==> src/rtl/irq_pkg.sv <==
// Shared definitions for the interrupt controller: register offsets inside
// the 4-word window, FSM state encoding and the interrupt id width.
package irq_pkg;

  localparam int ID_W = 5;

  localparam logic [1:0] OFS_PENDING = 2'd0;
  localparam logic [1:0] OFS_MASK    = 2'd1;
  localparam logic [1:0] OFS_STATUS  = 2'd2;
  localparam logic [1:0] OFS_SWSET   = 2'd3;

  typedef enum logic [1:0] {
    ST_IDLE    = 2'd0,
    ST_REQ     = 2'd1,
    ST_SERVICE = 2'd2
  } irq_state_e;

  // Absolute address of a register given the window base and its offset.
  function automatic logic [31:0] reg_addr(input logic [31:0] base, input logic [1:0] ofs);
    return base + {30'd0, ofs};
  endfunction

endpackage

==> src/rtl/irq_prio_enc.sv <==
// Lowest-index-wins priority encoder: NUM_IRQ request vector to valid + id.
module irq_prio_enc
  import irq_pkg::*;
#(
  parameter int NUM_IRQ = 32
) (
  input  logic [NUM_IRQ-1:0] vec,
  output logic               valid,
  output logic [ID_W-1:0]    idx
);

  // Scan from the top down so the lowest set bit is the last one written.
  always_comb begin
    valid = |vec;
    idx   = '0;
    for (int i = NUM_IRQ - 1; i >= 0; i--) begin
      if (vec[i]) idx = ID_W'(i);
    end
  end

endmodule

==> src/rtl/irq_controller.sv <==
// Interrupt controller: pending/mask registers, lowest-index arbitration and a
// non-nesting request/service handshake with the flow controller.
// Optional build macro IRQ_EDGE_DETECT_EN: pending bits set on 0->1 edges of
// irqIn instead of on every high cycle.
//
// state   | meaning
// --------+-----------------------------------------------------------
// IDLE    | no interrupt outstanding; arbitrates PENDING & MASK
// REQ     | irqReq high with irqId frozen, waiting for irqAck
// SERVICE | handler running, waiting for irqDone; new lines stay pending
module irq_controller
  import irq_pkg::*;
#(
  parameter logic [31:0] BASE_ADDR = 32'h0000_0100,
  parameter int          NUM_IRQ   = 32
) (
  input  logic               clk,
  input  logic               rst,
  input  logic [NUM_IRQ-1:0] irqIn,
  input  logic [31:0]        inputAddr,
  input  logic [31:0]        inputData,
  input  logic               wrEn,
  input  logic [31:0]        outputAddr,
  output logic [31:0]        outputData,
  output logic               irqReq,
  output logic [ID_W-1:0]    irqId,
  input  logic               irqAck,
  input  logic               irqDone
);

  logic [NUM_IRQ-1:0] pending_q, pending_d;
  logic [NUM_IRQ-1:0] mask_q, mask_d;
  logic [NUM_IRQ-1:0] hw_set;
  logic [NUM_IRQ-1:0] wr_data;
  irq_state_e         state_q;
  logic               irq_req_q;
  logic [ID_W-1:0]    irq_id_q;
  logic               enc_valid;
  logic [ID_W-1:0]    enc_idx;
  logic               wr_pending, wr_mask, wr_swset;
  logic               ack_take;

  assign wr_data    = inputData[NUM_IRQ-1:0];
  assign wr_pending = wrEn && (inputAddr == reg_addr(BASE_ADDR, OFS_PENDING));
  assign wr_mask    = wrEn && (inputAddr == reg_addr(BASE_ADDR, OFS_MASK));
  assign wr_swset   = wrEn && (inputAddr == reg_addr(BASE_ADDR, OFS_SWSET));
  assign ack_take   = (state_q == ST_REQ) && irqAck;

`ifdef IRQ_EDGE_DETECT_EN
  logic [NUM_IRQ-1:0] irq_prev_q;

  // Previous irqIn sample for rising-edge detection.
  always_ff @(posedge clk or negedge rst) begin
    if (!rst) irq_prev_q <= '0;
    else      irq_prev_q <= irqIn;
  end

  assign hw_set = irqIn & ~irq_prev_q;
`else
  assign hw_set = irqIn;
`endif

  // Next PENDING/MASK: clears applied first so any same-cycle set wins.
  always_comb begin
    pending_d = pending_q;
    if (wr_pending) pending_d = pending_d & ~wr_data;
    if (ack_take)   pending_d = pending_d & ~(NUM_IRQ'(1) << irq_id_q);
    pending_d = pending_d | hw_set;
    if (wr_swset)   pending_d = pending_d | wr_data;
    mask_d = wr_mask ? wr_data : mask_q;
  end

  // Register file state.
  always_ff @(posedge clk or negedge rst) begin
    if (!rst) begin
      pending_q <= '0;
      mask_q    <= '0;
    end else begin
      pending_q <= pending_d;
      mask_q    <= mask_d;
    end
  end

  irq_prio_enc #(.NUM_IRQ(NUM_IRQ)) u_prio_enc (
    .vec   (pending_q & mask_q),
    .valid (enc_valid),
    .idx   (enc_idx)
  );

  // Request/service FSM with registered irqReq and irqId.
  always_ff @(posedge clk or negedge rst) begin
    if (!rst) begin
      state_q   <= ST_IDLE;
      irq_req_q <= 1'b0;
      irq_id_q  <= '0;
    end else begin
      case (state_q)
        ST_IDLE: begin
          if (enc_valid) begin
            state_q   <= ST_REQ;
            irq_req_q <= 1'b1;
            irq_id_q  <= enc_idx;
          end
        end
        ST_REQ: begin
          if (irqAck) begin
            state_q   <= ST_SERVICE;
            irq_req_q <= 1'b0;
          end
        end
        ST_SERVICE: begin
          if (irqDone) state_q <= ST_IDLE;
        end
        default: begin
          state_q   <= ST_IDLE;
          irq_req_q <= 1'b0;
        end
      endcase
    end
  end

  assign irqReq = irq_req_q;
  assign irqId  = irq_id_q;

  // Combinational read port; anything outside the window reads zero.
  always_comb begin
    outputData = '0;
    if (outputAddr == reg_addr(BASE_ADDR, OFS_PENDING)) begin
      outputData[NUM_IRQ-1:0] = pending_q;
    end else if (outputAddr == reg_addr(BASE_ADDR, OFS_MASK)) begin
      outputData[NUM_IRQ-1:0] = mask_q;
    end else if (outputAddr == reg_addr(BASE_ADDR, OFS_STATUS)) begin
      outputData[1:0]  = state_q;
      outputData[12:8] = irq_id_q;
    end
  end

endmodule

==> config.mk <==
export PLATFORM = sky130hd
export DESIGN_NAME = irq_controller
export DESIGN_NICKNAME = d
export VERILOG_FILES = /design/src/rtl/irq_pkg.sv /design/src/rtl/irq_prio_enc.sv /design/src/rtl/irq_controller.sv
export SDC_FILE = /design/constraint.sdc
export NUM_CORES = 1
export LEC_CHECK = 0
export CORE_ASPECT_RATIO = 1.75
export CORE_MARGIN = 2
export CORE_UTILIZATION = 41
export DETAILED_ROUTE_END_ITERATION = 12
export PLACE_DENSITY_LB_ADDON = 0.08
export SYNTH_ARGS = -nofsm -noshare
export SYNTH_HDL_FRONTEND = slang
export SYNTH_SLANG_ARGS = --single-unit
export TNS_END_PERCENT = 1
==> constraint.sdc <==
create_clock -name clk -period 3.1 [get_ports clk]
set_clock_uncertainty 0.1 [all_clocks]
set_input_delay 0.62 -clock clk [delete_from_list [all_inputs] [get_ports clk]]
set_output_delay 0.62 -clock clk [all_outputs]
set_load 0.005 [all_outputs]
# --- After elaboration in Yosys (flattened, before gate mapping) ---
# Index checks and enable logic that the tools add are counted.
totals:
  latch_bits: 0
  in_bits: 133
  memories: 0
  regBits: 72
  rom_bits: 0
  mem_bits_rw: 0
  elab_cells: 83
classes:
  n_div: 0
  n_eq_ne: 11
  multipliers: 0
  add_sub_neg: 0
  n_reduce_logical: 9
  shifts: 1
  n_mux: 49
  bitwise: 8
  n_lt_le_gt_ge: 0
ops:
  columns: ["operator", "count"]
  rows:
  - ["equality test 32 x 9 -> 1 bit (second input constant)", 6]
  - ["2-to-1 mux 5 bit", 34]
  - ["2-to-1 mux 32 bit", 4]
  - ["AND 32 bit", 3]
  - ["NOT 32 bit", 2]
  - ["OR 32 bit", 2]
  - ["OR reduction 32 bit", 1]
  - ["<< shifter 1 x 5 -> 32 bit (first input constant)", 1]
  - ["2-to-1 mux 19 bit", 1]
  - ["2-to-1 mux 2 bit", 5]
  - ["2-to-1 mux 6 bit", 1]
  - ["!= test 2 bit (second input constant)", 3]
  - ["case mux 2 bit (3 select lines)", 1]
  - ["AND reduction 3 bit", 2]
  - ["logical AND 1 bit", 4]
  - ["case mux 1 bit (3 select lines)", 1]
  - ["equality test 2 x 1 -> 1 bit (second input constant)", 1]
  - ["equality test 2 bit (second input constant)", 1]
  - ["logical NOT 2 bit", 1]
  - ["2-to-1 mux 1 bit", 2]
  - ["AND reduction 2 bit", 1]
  - ["NOT 1 bit", 1]

# --- Longest topological paths before layout ---
depth:
  ltp_word: 33
  depth_mapped: 7

# --- By module ---
# Synthesis repeated with hierarchy kept, for this count alone.
unflattened:
  cells_unflattened: 580
  area_unflattened_um2: 5052.3
by_module_without_submodules:
  columns: ["module", "cells_each", "area_each_um2", "n_inst"]
  rows:
  - ["irq_controller", 515, 4667.0, 1]
  - ["irq_prio_enc", 65, 385.4, 1]

# --- Worst setup path after synthesis ---
# No wires, ideal clock.
synth_path:
  path_type: "input to output"
  startpoint: "in outputAddr[18]"
  endpoint: "out outputData[21]"
  path_buffers: 1
  slack_ps: 439
  stages: 5
  arrival_time_ps: 1941
  path_cell_list: "nor4_1 -> nand4_1 -> nor4_2 -> clkbuf_1 -> a22o_1"
synth_via:
  elab_chain_cells: 3
  elab_cells_between_ends: 4
synth_lines:
  columns: ["element", "line", "source"]
  rows:
  - ["start, declared", "irq_controller.sv:23", "input logic [31:0] outputAddr,"]
  - ["equality test 32 x 9 -> 1 bit", "irq_controller.sv:130", "end else if (outputAddr == reg_addr(BASE_ADDR, OFS_MASK)) begin"]
  - ["2-to-1 mux 19 bit", "irq_controller.sv:130", null]
  - ["2-to-1 mux 32 bit *", "irq_controller.sv:128", "if (outputAddr == reg_addr(BASE_ADDR, OFS_PENDING)) begin"]
  - ["end, declared", "irq_controller.sv:24", "output logic [31:0] outputData,"]
# Every way passes the cells marked *; elsewhere a longest branch is shown, timed or not.

# --- Final worst setup path ---
layout_path:
  startpoint: "in outputAddr[11]"
  endpoint: "out outputData[6]"
layout_via:
  elab_chain_cells: 3
  elab_cells_between_ends: 4
layout_lines:
  columns: ["element", "line"]
  rows:
  - ["equality test 32 x 9 -> 1 bit", "irq_controller.sv:130"]
  - ["2-to-1 mux 6 bit", "irq_controller.sv:130"]
  - ["2-to-1 mux 32 bit *", "irq_controller.sv:128"]
# Marked as above.

==> summary.txt <==
Power
  • Sw frac: a little under a quarter
  • Power share of the combinational group: between 10% and 20%
  • Int Power: about 1.7 mW
  • Switching power total: between 0.5 and 0.6 mW
  • Leakage: between 2 and 3 nW
  • Clk pwr share: between 40 and 50%
  • Power Density: between 300 and 400 mW/mm2
  • Sequential Power Share: 43.9%
  • Peak VDD IR: 345.3 uV

Synth
  • Post-synthesis cell area: 0.004265 mm2
  • Largest cells by area after synthesis: dfrtp_1, a211o_1, a22o_1
  • Syn Area/Cell: between 10 and 15 um2
  • Main synth FF type: dfrtp_1
  • Gate count after technology mapping: slightly above 400
  • Synth Net Count: roughly 550
  • Asr flop ratio synth: 100.0%
  • Number of synthesized register bits: 72
  • YS warnings: 0
  • Sequential area share after synthesis: between 40% and 50%
  • Top-area cell type share of the netlist area: a little over two fifths
  • EDFF count, synth: 0
  • Unique cell type count in the Yosys netlist: 44
  • Synth area leader: dfrtp_1

Final layout
  • Post-route cell area: ~0.0064 mm2
  • Commonest non-fill, non-tap cell in the layout: clkdlybuf4s50_1
  • Filler instances: 942
  • Non-Filler Instances: approximately 730
  • Antenna Cells: 0
  • Commonest cells after routing, fill and taps aside: clkdlybuf4s50_1, dfrtp_1, a211o_1
  • Layout cells sized above 1: 20.20%
  • Final nets: approximately 730
  • Synth-to-layout area growth: 49.55%

STA
  • Slew Limit Fails: 0
  • Highest clock rate: approximately 340 MHz
  • Setup-failing EPs final: 0
  • RSZ-0062 raised after global routing: false
  • Final hold vios: 0
  • Final min period: a little under 3 ns
  • Tightest Pin Transition: between 0.7 and 0.8 ns
  • Fin Setup TNS: 0 ns
  • Period Utilization, post-route: between 90 and 100%
  • Normalized max-slew margin: between 50% and 60%

Die
  • Starting Density: 41.91%
  • Die height: approximately 140 um
  • I/O pin cnt: roughly 170
  • Row count: 49
  • Core area: about 0.010 mm2
  • Die Footprint: 0.01127 mm2
  • Die width: 81.10 um

Clocking
  • Num CTS Buffers: 9
  • Clock Path Buffers: 2
  • CTS Hold Bufs: 0
  • H-tree depth: 3
  • Worst-path clk slew: approximately 0.06 ns
  • Latest clock arrival within the worst-skew pair: ~0.35 ns
  • CTS Sinks: 72
  • CTS tree: done
  • Root Buffer: clkbuf_16

Routing
  • Initial DRT Pass Iterations: 6
  • DR vias: between 4k and 5k
  • Antenna Nets Post-Route: 0
  • Routed len/inst: about 21 um
  • Drt drc: 0
  • Vias per inst: 6.112
  • DRT iter0 DRCs: approximately 300
  • Final wirelength: roughly 16 mm

Worst hold path
  • Hold Crit Class: in2async

Place
  • Routability congestion estimate: slightly below 0.9
  • # placed instances: between 700 and 800
  • Dpl hpwl: ~11 mm
  • I/O Buffers: between 150 and 200
  • Post-DP Area: 0.006148 mm2

Outcome
  • Status: completed

Setup path
  • Required @ worst endpoint: 2.38 ns
  • CP Max Fanout: 6
  • Critical Path End Type: output port
  • CP peak stage delay: 0.27 ns
  • CP Launch Type: input port
  • Critical path type: in2out
  • CP most frequent cell: buf_6
  • CP cell instances: clkbuf_2 > nor4_1 > nand4_1 > buf_6 > nor4_4 > buf_4 > buf_6 > buf_6 > a22o_1 > buf_2
  • CP Data Arrival Time: 2.26 ns
  • R2R depth: 6
  • Critical-path top delay cell: nor4_4

GRT
  • Initial antenna violation count: 0
  • First-pass GRT wire length: between 20 and 25 mm
  • Maximum number of pins on one net before global-route repair: 33
  • GRT overflow: 0
  • GRT Total Usage: between 20% and 30%
  • Vias in the first global route: between 4k and 5k

Job
  • Max-cap violation count: 0
-- flip-flops by register name, indices dropped and copies added, names as in the netlist --
signal / cells
pending_q: 32
irqReq: 1
irqId: 5
mask_q: 32
state_q: 2
-- logic make-up (layout without fill, tap and decap cells) --
family | after synthesis | count (layout) | synth area share [%]
AO/OA/AOI/OAI | 167 | 167 | 29.16
AND/OR/NAND/NOR | 101 | 101 | 15.11
flip-flops | 72 | 72 | 42.24
buffers and inverters | 43 | 232 | 5.045
multiplexers | 32 | 32 | 8.448
-- repair_timing --
item                                    4_1_cts  5_1_grt
pin swaps                                    22       12
gates cloned                                  3        0
setup buffers                                11        1
gates resized for setup                     172       33
endpoints found under the setup margin       32       32
-- final timing paths --
path / to / slack, ns / from
setup / recovery: outputData[6] / 0.12 / outputAddr[11]
hold / removal: pending_q[14]$_DFF_PN0_ / 0.22 / rst
min in group clk: mask_q[24]$_DFFE_PN0P_ / 0.45 / mask_q[24]$_DFFE_PN0P_
hold reg to reg: mask_q[24]$_DFFE_PN0P_ / 0.45 / mask_q[24]$_DFFE_PN0P_
max in group asynchronous: mask_q[21]$_DFFE_PN0P_ / 1.87 / rst
setup reg to reg: irqId[0]$_DFFE_PN0P_ / 0.75 / mask_q[5]$_DFFE_PN0P_
-- power by group through the flow --
stage          registers (mW)  logic (mW)  clock network (mW)
2_1_floorplan           0.963      0.0211                   0
3_3_place_gp            0.967       0.234                   0
3_5_place_dp            0.967       0.238                   0
4_1_cts                 0.950       0.228               0.995
5_1_grt                 0.950       0.241                1.04
6_report                0.950       0.226               0.987
-- final cells by class --
cell class	count	area [um2]	share of cell area (%)
sequential	72	1802	28.25
clock buffer	10	239.0	3.747
clock inverter	6	43.79	0.6865
multi-input combinational	300	2300	36.05
timing repair buffer	194	1753	27.48
inverter	22	82.58	1.295
tap	127	158.9	2.491
-- metal layers --
layer / vias to the layer above / wire length [um] / global-route usage (%)
met3: 55 / 815 / 5.273
met5: - / 0 / 0
li1: 2022 / - / -
met1: 2183 / 5367 / 30.02
met2: 208 / 8632 / 50.46
met4: 0 / 766 / 16.41
-- per-stage QoR --
step	hold WS [ns]	setup WS (ns)	power, mW	util (%)
after CTS	0.2426	0.0007920	2.172	63.86
final	0.2241	0.1246	2.163	62.68
after global routing	0.2808	0.01249	2.230	62.68
after detailed placement	0.4284	-0.4932	1.205	60.41
after floorplan	0.2244	0.4389	0.9837	-
after global placement	0.4181	-0.4317	1.201	60.41
-- critical path: cells and delay by family --
family,cells,cell delay [ns]
AO/OA/AOI/OAI,1,0.13
AND/OR/NAND/NOR,3,0.69
buffers and inverters,6,0.80
-- synth_stat cells, types with 8 or more instances --
library cell	number
nor4_1	10
o21ai_0	26
inv_1	22
a222oi_1	10
dfrtp_1	72
mux2_2	20
a221oi_1	11
a211o_1	32
a22o_1	26
nor2_1	13
nand3_1	9
nand2_1	31
mux2_1	12
a21oi_1	25
a22oi_1	18
clkbuf_1	8
Power figures use the tool's default switching activity.
